**src/rtl/pong_pkg.sv**
```systemverilog
// Shared constants and state type for the pong ball datapath.
// Consumed by ball_motion_engine and ball_pixel_pipe.
package pong_pkg;

    localparam int BALL_SIZE = 32;
    localparam int SCR_W     = 640;
    localparam int SCR_H     = 480;

    typedef enum logic [1:0] {
        IDLE = 2'd0,
        PLAY = 2'd1,
        MISS = 2'd2
    } ball_state_t;

endpackage

```
**src/rtl/ball_pixel_pipe.sv**
```systemverilog
// Ball bitmap lookup: offset compute, ROM row address, registered ball_on.
// The ROM returns its row combinationally for the address driven here.
module ball_pixel_pipe
    import pong_pkg::*;
(
    input  logic        clk,
    input  logic        reset,
    input  logic [9:0]  pixel_x,
    input  logic [9:0]  pixel_y,
    input  logic        video_on,
    input  logic [9:0]  ball_x,
    input  logic [9:0]  ball_y,
    input  logic [0:31] rom_data,
    output logic [4:0]  rom_addr,
    output logic        ball_on
);

    logic [10:0] w_ox;
    logic [10:0] w_oy;
    logic        w_in_box;
    logic        r_ball_on;

    // Pixels left of or above the ball wrap to large offsets and fail the box test
    assign w_ox = {1'b0, pixel_x} - {1'b0, ball_x};
    assign w_oy = {1'b0, pixel_y} - {1'b0, ball_y};

    assign w_in_box = video_on
                    && (w_ox < 11'(BALL_SIZE))
                    && (w_oy < 11'(BALL_SIZE));

    assign rom_addr = w_in_box ? w_oy[4:0] : 5'd0;

    always_ff @(posedge clk or posedge reset) begin
        if (reset)
            r_ball_on <= 1'b0;
        else
            r_ball_on <= w_in_box & rom_data[w_ox[4:0]];
    end

    assign ball_on = r_ball_on;

endmodule

```
**src/rtl/ball_motion_engine.sv**
```systemverilog
// Pong ball motion FSM (IDLE/PLAY/MISS), wall and paddle bounces, miss pulses.
// Optional BALL_SPEEDUP_EN: each paddle hit raises speed by one up to MAX_V.
module ball_motion_engine
    import pong_pkg::*;
#(
    parameter int H_MAX       = SCR_W,
    parameter int V_MAX       = SCR_H,
    parameter int PAD_L_X     = 32,
    parameter int PAD_R_X     = 600,
    parameter int PAD_W       = 8,
    parameter int PAD_H       = 72,
    parameter int BALL_V      = 2,
    parameter int MAX_V       = 6,
    parameter int MISS_FRAMES = 60
) (
    input  logic        clk,
    input  logic        reset,
    input  logic [9:0]  pixel_x,
    input  logic [9:0]  pixel_y,
    input  logic        video_on,
    input  logic        frame_tick,
    input  logic        serve,
    input  logic        serve_dir,
    input  logic [9:0]  pad_l_y,
    input  logic [9:0]  pad_r_y,
    output logic [4:0]  rom_addr,
    input  logic [0:31] rom_data,
    output logic        ball_on,
    output logic [9:0]  ball_x,
    output logic [9:0]  ball_y,
    output logic        hit,
    output logic        miss_left,
    output logic        miss_right
);

`ifdef BALL_SPEEDUP_EN
    localparam bit SPEEDUP = 1'b1;
`else
    localparam bit SPEEDUP = 1'b0;
`endif

    localparam logic [10:0] L_BS   = 11'(BALL_SIZE);
    localparam logic [10:0] L_HM   = 11'(H_MAX);
    localparam logic [10:0] L_VM   = 11'(V_MAX);
    localparam logic [10:0] L_LF   = 11'(PAD_L_X + PAD_W);
    localparam logic [10:0] L_RF   = 11'(PAD_R_X);
    localparam logic [10:0] L_PH   = 11'(PAD_H);
    localparam logic [9:0]  L_CX   = 10'((H_MAX - BALL_SIZE) / 2);
    localparam logic [9:0]  L_CY   = 10'((V_MAX - BALL_SIZE) / 2);
    localparam logic [2:0]  L_V0   = 3'(BALL_V);
    localparam logic [2:0]  L_VMAX = 3'(MAX_V);
    localparam logic [7:0]  L_MF   = 8'(MISS_FRAMES - 1);

    ball_state_t r_state, w_state;
    logic [9:0]  r_x, r_y, w_x, w_y;
    logic        r_dx, r_dy, w_dx, w_dy;
    logic [2:0]  r_speed, w_speed, w_speed_hit;
    logic [7:0]  r_cnt, w_cnt;
    logic        r_hit, r_ml, r_mr, w_hit, w_ml, w_mr;

    logic [10:0] w_x11, w_y11, w_sp, w_pl, w_pr;
    logic        w_l_ovl, w_r_ovl;
    logic        w_lhit, w_rhit, w_lmiss, w_rmiss;

    assign w_x11 = {1'b0, r_x};
    assign w_y11 = {1'b0, r_y};
    assign w_sp  = {8'd0, r_speed};
    assign w_pl  = {1'b0, pad_l_y};
    assign w_pr  = {1'b0, pad_r_y};

    assign w_l_ovl = (w_y11 + L_BS > w_pl) && (w_y11 < w_pl + L_PH);
    assign w_r_ovl = (w_y11 + L_BS > w_pr) && (w_y11 < w_pr + L_PH);

    // dx: 1 = right, dy: 1 = down
    assign w_lhit  = !r_dx && (w_x11 >= L_LF)
                   && (w_x11 < L_LF + w_sp) && w_l_ovl;
    assign w_rhit  = r_dx && (w_x11 + L_BS <= L_RF)
                   && (w_x11 + L_BS + w_sp > L_RF) && w_r_ovl;
    assign w_lmiss = !r_dx && (w_x11 < w_sp);
    assign w_rmiss = r_dx && (w_x11 + L_BS + w_sp > L_HM);

    assign w_speed_hit = (SPEEDUP && (r_speed < L_VMAX))
                       ? r_speed + 3'd1 : r_speed;

    always_comb begin
        w_state = r_state;
        w_x     = r_x;
        w_y     = r_y;
        w_dx    = r_dx;
        w_dy    = r_dy;
        w_speed = r_speed;
        w_cnt   = r_cnt;
        w_hit   = 1'b0;
        w_ml    = 1'b0;
        w_mr    = 1'b0;
        unique case (r_state)
            IDLE: begin
                if (serve) begin
                    w_state = PLAY;
                    w_dx    = serve_dir;
                    w_dy    = 1'b1;
                    w_speed = L_V0;
                end
            end
            PLAY: begin
                if (frame_tick) begin
                    if (!r_dy) begin
                        if (w_y11 < w_sp) begin
                            w_y  = '0;
                            w_dy = 1'b1;
                        end else begin
                            w_y = 10'(w_y11 - w_sp);
                        end
                    end else if (w_y11 + L_BS + w_sp > L_VM) begin
                        w_y  = 10'(L_VM - L_BS);
                        w_dy = 1'b0;
                    end else begin
                        w_y = 10'(w_y11 + w_sp);
                    end
                    if (w_lhit) begin
                        w_x     = 10'(L_LF);
                        w_dx    = 1'b1;
                        w_hit   = 1'b1;
                        w_speed = w_speed_hit;
                    end else if (w_rhit) begin
                        w_x     = 10'(L_RF - L_BS);
                        w_dx    = 1'b0;
                        w_hit   = 1'b1;
                        w_speed = w_speed_hit;
                    end else if (w_lmiss) begin
                        w_ml    = 1'b1;
                        w_state = MISS;
                    end else if (w_rmiss) begin
                        w_mr    = 1'b1;
                        w_state = MISS;
                    end else if (r_dx) begin
                        w_x = 10'(w_x11 + w_sp);
                    end else begin
                        w_x = 10'(w_x11 - w_sp);
                    end
                end
            end
            MISS: begin
                if (frame_tick) begin
                    if (r_cnt == L_MF) begin
                        w_state = IDLE;
                        w_x     = L_CX;
                        w_y     = L_CY;
                        w_cnt   = '0;
                    end else begin
                        w_cnt = r_cnt + 8'd1;
                    end
                end
            end
            default: w_state = IDLE;
        endcase
    end

    always_ff @(posedge clk or posedge reset) begin
        if (reset) begin
            r_state <= IDLE;
            r_x     <= L_CX;
            r_y     <= L_CY;
            r_dx    <= 1'b1;
            r_dy    <= 1'b1;
            r_speed <= L_V0;
            r_cnt   <= '0;
            r_hit   <= 1'b0;
            r_ml    <= 1'b0;
            r_mr    <= 1'b0;
        end else begin
            r_state <= w_state;
            r_x     <= w_x;
            r_y     <= w_y;
            r_dx    <= w_dx;
            r_dy    <= w_dy;
            r_speed <= w_speed;
            r_cnt   <= w_cnt;
            r_hit   <= w_hit;
            r_ml    <= w_ml;
            r_mr    <= w_mr;
        end
    end

    assign ball_x     = r_x;
    assign ball_y     = r_y;
    assign hit        = r_hit;
    assign miss_left  = r_ml;
    assign miss_right = r_mr;

    ball_pixel_pipe u_pix (
        .clk      (clk),
        .reset    (reset),
        .pixel_x  (pixel_x),
        .pixel_y  (pixel_y),
        .video_on (video_on),
        .ball_x   (r_x),
        .ball_y   (r_y),
        .rom_data (rom_data),
        .rom_addr (rom_addr),
        .ball_on  (ball_on)
    );

endmodule

```
**config.mk**
```make
export PLATFORM = sky130hd
export DESIGN_NAME = ball_motion_engine
export DESIGN_NICKNAME = d
export VERILOG_FILES = /design/src/rtl/pong_pkg.sv /design/src/rtl/ball_pixel_pipe.sv /design/src/rtl/ball_motion_engine.sv
export SDC_FILE = /design/constraint.sdc
export NUM_CORES = 1
export LEC_CHECK = 0
export ABC_AREA = 1
export BUFFER_PORTS_ARGS = -buffer_cell sky130_fd_sc_hd__buf_2
export CORE_AREA = 4 4 165 103
export CTS_BUF_LIST = sky130_fd_sc_hd__clkbuf_4
export DETAILED_ROUTE_END_ITERATION = 8
export DIE_AREA = 0 0 169 107
export SYNTH_ARGS = -nofsm -noshare
export SYNTH_HDL_FRONTEND = slang
export SYNTH_SLANG_ARGS = --single-unit
```
**constraint.sdc**
```tcl
create_clock -name clk -period 6.68 [get_ports clk]
set_input_delay 0.334 -clock clk [delete_from_list [all_inputs] [get_ports clk]]
set_output_delay 0.334 -clock clk [all_outputs]
set_load 0.05 [all_outputs]
```
==> qor.yml, run 1 <==
run_status:
  status: "complete, no violations"
min_path:
  hp-class: "in -> async"
finish:
  nets: 1081
  drive_gt1_share_pct: 16.17
  layout_commonest_cell: "nand2_1"
  layout_common_cells: "206 x nand2_1, 124 x inv_1, 104 x buf_2"
  diodes: 0
  syn_to_final_growth_pct: 14.99
  fill_cells: 1642
  design_area_sq_mm: 0.006161
  post-route-util_pct: 40.31
sta:
  rsz0062_at_grt: "no"
  worst_slack_ns: 3.034
  finalSetupTns_ns: 0
  worstMarginPinSlew_ns: 0.8582
  period_minus_slack_ns: 3.646
  finalHoldViolations: 0
  slew_headroom_pct: 42.79
  setup_viol: 0
  fin_worst_skew_ns: 0.005887
  period_share_pct: 54.58
  timing.final.max_slew_violations: 0
  fmax_mhz: 274.3
detailed_routing:
  post_drt_wl_per_cell_um: 13.92
  drtAntennaViolNets: 0
  drt_iter0_markers: 437
  drc: 0
  vias: 5541
  first_pass_iters: 5
  totalWireLength_um: 15830
  via_per_inst: 4.873
die:
  core.rowCount: 35
  die_w_um: 169
  io_pins: 107
  core-area_sq_mm: 0.01528
  start_util_pct: 35.06
  dieHeight_um: 107
  die_area_sq_mm: 0.01808
grt:
  grt_overflow_total: 0
  grt_pass1_wl_um: 25840
  grt.total_usage_pct: 17.29
  first_global_vias: 4973
  grt_antenna_before_repair: 0
  grt_max_degree: 35
critical_path:
  crit_start: "ball_y[3]"
  ff2ff_path_depth: 16
  startpoint_type: "register"
  cp.arrival_ns: 3.31
  reg2reg_from: "ball_y[5]"
  crit_fanout: 11
  slowest_stage: "dfrtp_1"
  cp.required_ns: 6.35
  endpoint: "rom_addr[2]"
  critPathKind: "reg -> out"
  rrSetupSlack_ns: 3.56
  timing.rr.end: "ball_x[9]"
  worstPathCellList: "inv_1, ha_1, nand2_1, nor3_1, o21ai_0, nand2_1, nand4_1, nor2_1, nand4_1, nor2_1, nand4_1, nor2_1, buf_2"
  slowest_delay_ns: 0.71
  cp-end-kind: "output pin"
cts:
  cts-root-buf: "clkbuf_4"
  hold_buffers: 0
  clock_path_buffers: 2
  cts.sinks: 34
  clk_latency_ns: 0.35
  cts_resized: 0
  cts_made_buffers: 5
  clkTransAtPathRegs_ns: 0.12
  h-tree-depth: 2
  post-cts-setup-buffers: 0
  cts_tree: "built"
synth:
  yosys_warnings: 0
  synth_cells: 834
  async_reset_ff_share_pct: 100.0
  ys_ff_latch: 34
  synth_edf_count: 0
  syn-mean-instance-area_sq_um: 6.424
  synth.distinct_cells: 54
  synth_flop_cell: "dfrtp_1"
  syn-cell-area_sq_mm: 0.005358
  ys_seq_area_share_pct: 16.07
power:
  switchingPower_mw: 1.520
  power_frac_seq_pct: 18.1
  switching_share_pct: 58.44
  p_int_mw: 1.081
  p_leak_nw: 3.489
  pwr-share-clk_pct: 7.7
  ir_drop_mv: 0.2456
  power.total_mw: 2.600
  p_per_area_mw_per_mm2: 422.1
  combPwrFrac_pct: 74.2
flow_run:
  cap_violations: 0
placement:
  place_area_sq_mm: 0.006055
  numPortBuffers: 104
  gp_routability_congestion: 0.9291
  post-dp-hpwl_um: 13260
  place_ws_ns: 3.448
==> power by group through the flow <==
stage / Clock [mW] / Combinational, mW / Sequential (mW)
2_1_floorplan: 0 / 1.39 / 0.530
3_3_place_gp: 0 / 1.91 / 0.469
3_5_place_dp: 0 / 1.91 / 0.469
4_1_cts: 0.205 / 1.92 / 0.464
5_1_grt: 0.215 / 2.19 / 0.484
6_report: 0.201 / 1.93 / 0.470
==> sequential cells by signal, indices dropped and copies added (netlist names) <==
register	cells
miss_left	1
r_dy	1
hit	1
ball_x	9
ball_y	9
u_pix.ball_on	1
r_state	2
r_dx	1
miss_right	1
r_cnt	8
==> metrics by stage <==
step	hold WS, ns	instances
5_1_grt	0.09111	1137
3_5_place_dp	0.4632	1129
2_1_floorplan	0.4464	836
4_1_cts	0.05861	1137
3_3_place_gp	0.4612	1129
6_report	0.05826	1137
==> worst min-delay path by stage <==
stage / start / to / slack [ns] / depth (start not counted)
5_1_grt: reset / ball_x[6] / 0.09 / 3
6_report: reset / miss_right / 0.06 / 3
2_1_floorplan: r_cnt[7] / r_cnt[7] / 0.45 / 1
4_1_cts: reset / miss_right / 0.06 / 3
3_3_place_gp: reset / miss_left / 0.46 / 3
3_5_place_dp: reset / miss_left / 0.46 / 3
==> worst max-delay path: cells and delay by family (launching register included) <==
family	cells	cell delay [ns]
adders and majority gates	1	0.42
and+or+nand+nor	9	1.19
AOI/OAI and AO/OA	1	0.14
DFF	1	0.71
buffers and inverters	2	0.48
==> synth_stat cells, types with 2 or more instances <==
library cell / instances / area [sq um]
nor4_1: 4 / 25.02
o211ai_1: 2 / 15.01
nand3_1: 64 / 320.3
fa_1: 2 / 40.04
nand2_1: 206 / 773.2
buf_4: 3 / 22.52
dfstp_2: 8 / 210.2
or2_2: 3 / 18.77
o21ai_1: 3 / 15.01
o21ai_0: 30 / 150.1
a21o_1: 4 / 30.03
a22oi_1: 4 / 30.03
and2_1: 2 / 12.51
nand2_2: 5 / 31.28
buf_2: 5 / 25.02
ha_1: 68 / 850.8
nand4_1: 29 / 181.4
nand3b_1: 5 / 37.54
nor3_1: 11 / 55.05
conb_1: 2 / 7.510
nor2_1: 78 / 292.8
o21bai_1: 4 / 30.03
inv_2: 2 / 7.510
o21a_1: 5 / 37.54
nand3_2: 4 / 40.04
nand3_4: 2 / 35.03
o31ai_1: 2 / 15.01
xor2_1: 34 / 297.8
nand2_4: 2 / 22.52
nor3b_1: 2 / 15.01
clkbuf_1: 4 / 15.01
o311ai_0: 5 / 43.79
o22ai_1: 3 / 18.77
a21oi_1: 47 / 235.2
inv_1: 124 / 465.5
xnor2_1: 10 / 87.58
nor2_2: 4 / 25.02
dfrtp_1: 26 / 650.6
==> routing by layer <==
metal / track usage [%] / part of all wire, % / up-vias
met3: 3.353 / 7.8 / 4
met4: 1.551 / 0.45 / 0
met2: 21.71 / 35 / 179
met5: 0 / 0 / -
met1: 29.75 / 57 / 2416
li1: - / - / 2942
==> layout make-up <==
type | count | area (sq um) | area share (%)
multi-input cells | 659 | 3929 | 63.77
flip-flops and latches | 34 | 860.8 | 13.97
repair buffers | 105 | 528.0 | 8.570
inverters | 128 | 483.0 | 7.839
well taps | 203 | 254.0 | 4.123
clock inverters | 3 | 68.82 | 1.117
clock buffers | 5 | 37.54 | 0.6093
==> cell families after synthesis <==
kind of cell               Yosys count  synth area share [%]
muxes                                1                0.1868
buffers and inverters              143                 10.74
adders and majority gates           70                 16.63
xor gates and xnor gates            44                 7.193
and+or+nand+nor                    428                 37.02
AOI/OAI and AO/OA                  112                 12.03
DFF                                 34                 16.07
other                                2                0.1402
Power figures use the tool's default switching activity.
==> run 2, diff against run 1 <==
clock period = 3.8 ns   (was 6.68 ns; I/O delays follow)
==> run 2 against run 1 <==
Net effect: global-route usage is 0.35 points lower; clock skew is 0.0065 ns higher; via count about the same; first-iteration DRC count shrank 18%; worst hold slack improved by 0.096 ns; sequential cell count unchanged; worst setup slack worse by 2.6 ns; combinational power up 78%.
==> qor.yml, run 2 (synthesis results as in run 1) <==
critical_path:
  critPathKind: "reg -> out"
  startpoint_type: "register"
  cp.required_ns: 3.61
  crit_fanout: 11
  cp.arrival_ns: 3.21
  cp-end-kind: "output pin"
  ff2ff_path_depth: 16
grt:
  grt.total_usage_pct: 16.95
  first_global_vias: 4920
  grt_max_degree: 35
  grt_antenna_before_repair: 0
  grt_overflow_total: 0
  grt_util_met3_pct: 3.169
  grt.busiest_layer: "met1"
  grt_pass1_wl_um: 25330
  use_met1_pct: 29.51
  grt_use_met2_pct: 20.96
cts:
  clock_path_buffers: 2
  cts.sinks: 34
  h-tree-depth: 2
  clkTransAtPathRegs_ns: 0.12
  cts_made_buffers: 5
  cts-root-buf: "clkbuf_4"
  cts_tree: "built"
  clk_latency_ns: 0.36
die:
  core.rowCount: 35
  die_area_sq_mm: 0.01808
  dieHeight_um: 107
  core-area_sq_mm: 0.01528
  die_w_um: 169
  start_util_pct: 35.06
  io_pins: 107
detailed_routing:
  drc: 0
  via_per_inst: 4.850
  post_drt_wl_per_cell_um: 13.86
  vias: 5539
  drtAntennaViolNets: 0
  totalWireLength_um: 15830
  first_pass_iters: 5
  drt_iter0_markers: 358
finish:
  layout_common_cells: "206 x nand2_1, 124 x inv_1, 104 x buf_2"
  post-route-util_pct: 40.55
  nets: 1085
  design_area_sq_mm: 0.006197
  fill_cells: 1647
  multi_input_area_sq_mm: 0.003929
  syn_to_final_growth_pct: 15.67
  stdcell_count: 1142
  layout_commonest_cell: "nand2_1"
  drive_gt1_share_pct: 16.52
  register_area_sq_um: 862.1
sta:
  whs_ns: 0.1538
  fin_worst_skew_ns: 0.01242
  rsz0062_at_grt: "no"
  worstMarginPinSlew_ns: 0.8936
  fmax_mhz: 293.8
  period_share_pct: 89.58
  worst_slack_ns: 0.3960
  timing.final.max_slew_violations: 0
  period_minus_slack_ns: 3.404
  finalHoldViolations: 0
  slew_headroom_pct: 40.43
  setup_viol: 0
  finalSetupTns_ns: 0
run_status:
  status: "complete, no violations"
power:
  p_per_area_mw_per_mm2: 741.2
  p_leak_nw: 3.506
  ir_drop_mv: 0.3706
  power.total_mw: 4.594
flow_run:
  cap_violations: 0
placement:
  dp_cells: 1131
  numPortBuffers: 104
  post-dp-hpwl_um: 13250
  place_area_sq_mm: 0.006070
  gp_routability_congestion: 0.9664
  place_ws_ns: 0.6946
min_path:
  holdPathStages: 5
  hp-class: "in -> reg"
run 2: path summary, 6_finish.rpt:
| path | from | to | slack (ns) |
|---|---|---|---|
| worst max register to register | ball_y[5] | ball_x[3] | 0.68 |
| min in group asynchronous | reset | miss_right | 0.47 |
| worst max-delay path | ball_y[5] | rom_addr[4] | 0.40 |
| max in group asynchronous | reset | r_dy | 2.98 |
| worst min-delay path | serve_dir | r_dx | 0.15 |
| worst min register to register | r_cnt[7] | r_cnt[7] | 0.49 |
run 2: where the power goes:
group,leakage [nW],internal (mW),switching (mW)
clock,0.0554,0.206,0.151
combinational,3.03,1.19,2.25
sequential,0.418,0.519,0.278
total,3.51,1.91,2.68
run 2: cell type report:
cell class / count / area share [%]
multi-input cells: 659 / 63.40
flip-flops and latches: 34 / 13.91
repair buffers: 109 / 9.045
inverters: 128 / 7.793
well taps: 203 / 4.099
clock inverters: 3 / 1.110
clock buffers: 5 / 0.6057
diodes: 1 / 0.04038
run 2: critical path, cell delays in order (launching register included):
cell and delay (ns):
dfstp_2 0.69, inv_1 0.21, ha_1 0.41, a21oi_1 0.11
o311ai_0 0.43, and2_1 0.22, nand2_1 0.05, a21oi_1 0.12
nand4_1 0.10, buf_4 0.17, nor2_1 0.09, buf_2 0.27
run 2: routing by layer:
layer,routed length [um],vias up
li1,-,2932
met1,8979,2396
met2,5417,205
met3,1337,6
met4,95,0
met5,0,-
run 2: repair_timing:
item                       CTS  global route
hold buffers                 1             0
setup endpoints to repair    0             5
resized for setup            0             1
hold endpoints to repair    26             0
buffers inserted             0             1
==> run 3, diff against run 2 <==
CTS_BUF_LIST = sky130_fd_sc_hd__clkbuf_4 sky130_fd_sc_hd__clkbuf_8   (was sky130_fd_sc_hd__clkbuf_4)
==> run 3 against run 2 <==
Net effect: utilization is 0.13 points higher; sequential share of layout area decreased by 0.065 points; clock power rose by 20%; combinational power about the same; largest power group unchanged; sequential cell count unchanged; die area stayed put; maximum frequency fell by 1.3%; cell count fell by 0.18%; worst setup slack got worse by 0.046 ns; first-iteration DRC count up 11%; clock-buffer cell count unchanged.
==> qor.yml, run 3 (synthesis results as in run 1) <==
finish:
  post-route-util_pct: 40.68
  drive_gt1_share_pct: 16.33
  layout_common_cells: "206 x nand2_1, 124 x inv_1, 104 x buf_2"
  syn_to_final_growth_pct: 16.04
  layout_commonest_cell: "nand2_1"
  nets: 1084
  fill_cells: 1646
  stdcell_count: 1140
  diodes: 0
critical_path:
  startpoint_type: "register"
  crit_fanout: 11
  cp.arrival_ns: 3.26
  cp.required_ns: 3.61
  cp-end-kind: "output pin"
  critPathKind: "reg -> out"
  ff2ff_path_depth: 16
grt:
  use_met1_pct: 29.51
  grt.total_usage_pct: 17.02
  grt_max_degree: 35
  grt_overflow_total: 0
  grt_use_met2_pct: 20.99
  grt_pass1_wl_um: 25390
  grt_antenna_before_repair: 0
  grt_util_met3_pct: 3.279
  grt.busiest_layer: "met1"
  first_global_vias: 4931
placement:
  gp_routability_congestion: 0.9664
  numPortBuffers: 104
  dp_cells: 1131
  post-dp-hpwl_um: 13250
die:
  core-area_sq_mm: 0.01528
  dieHeight_um: 107
  core.rowCount: 35
  die_w_um: 169
  start_util_pct: 35.06
  io_pins: 107
  die_area_sq_mm: 0.01808
power:
  p_leak_nw: 3.516
  power.total_mw: 4.667
  p_per_area_mw_per_mm2: 750.6
  ir_drop_mv: 0.3738
sta:
  fin_worst_skew_ns: 0.009776
  slew_headroom_pct: 40.56
  worstMarginPinSlew_ns: 0.8916
  period_minus_slack_ns: 3.450
  finalSetupTns_ns: 0
  whs_ns: 0.2181
  finalHoldViolations: 0
  setup_viol: 0
  rsz0062_at_grt: "no"
  fmax_mhz: 289.9
  period_share_pct: 90.78
  timing.final.max_slew_violations: 0
flow_run:
  cap_violations: 0
cts:
  cts.sinks: 34
  h-tree-depth: 2
  cts_tree: "built"
  clk_latency_ns: 0.30
  post-cts-setup-buffers: 0
  clock_path_buffers: 2
  cts_made_buffers: 5
  clkTransAtPathRegs_ns: 0.08
  cts-root-buf: "clkbuf_8"
detailed_routing:
  post_drt_wl_per_cell_um: 13.96
  vias: 5554
  via_per_inst: 4.872
  totalWireLength_um: 15910
  drtAntennaViolNets: 0
  drt_iter0_markers: 396
  first_pass_iters: 5
  drc: 0
run_status:
  status: "complete, no violations"
min_path:
  hp-class: "in -> reg"
  holdPathStages: 5
[run 3: cell count changes in the layout (fill, tap and decap cells not counted), sizes merged]
cell / before / now
buf: 108 / 107
diode: 1 / 0
[run 3: path summary, 6_finish.rpt]
| check | start | to | slack (ns) |
|---|---|---|---|
| worst min-delay path | serve_dir | r_dx | 0.22 |
| max in group asynchronous | reset | r_dy | 2.91 |
| worst max-delay path | ball_y[5] | rom_addr[2] | 0.35 |
| min in group asynchronous | reset | miss_right | 0.53 |
| worst max register to register | ball_y[5] | ball_x[3] | 0.69 |
| worst min register to register | r_cnt[7] | r_cnt[7] | 0.49 |
[run 3: worst max-delay path, cell delays in order, from the launching register on]
cell	delay, ns
dfstp_2	0.67
inv_1	0.21
ha_1	0.41
a21oi_1	0.11
o311ai_0	0.43
and2_1	0.22
nand2_1	0.05
a21oi_1	0.12
nand4_1	0.28
nor2_1	0.18
buf_2	0.28
[run 3: power by group]
group / switching (mW) / internal (mW) / leakage, nW / total [mW]
Combinational: 2.25 / 1.19 / 3.03 / 3.44
Clock: 0.164 / 0.263 / 0.0683 / 0.427
Sequential: 0.279 / 0.519 / 0.420 / 0.799
[run 3: layout make-up]
type / count / area [sq um] / area share [%]
clock buffers: 5 / 68.82 / 1.107
clock inverters: 3 / 68.82 / 1.107
inverters: 128 / 483.0 / 7.768
multi-input cells: 659 / 3929 / 63.19
flip-flops and latches: 34 / 860.8 / 13.85
well taps: 203 / 254.0 / 4.085
repair buffers: 108 / 553.0 / 8.895
[run 3: metal layers]
metal	share of wire [%]	vias to the layer above	routed length (um)
li1	-	2925	-
met1	57	2432	9095
met2	34	191	5480
met3	7.8	6	1243
met4	0.58	0	93
met5	0	-	0
[run 3: repair_timing]
action	CTS	global route
endpoints found under the hold margin	17	0
gates resized for setup	0	0
hold buffers	1	0
[run 3: metrics by stage]
step                      setup WS [ns]  cell area, sq um
after floorplan                  0.5903              5365
after global placement           0.7446              6070
after detailed placement         0.6946              6070
after CTS                        0.3608              6217
after global routing            0.03476              6217
final                            0.3502              6217
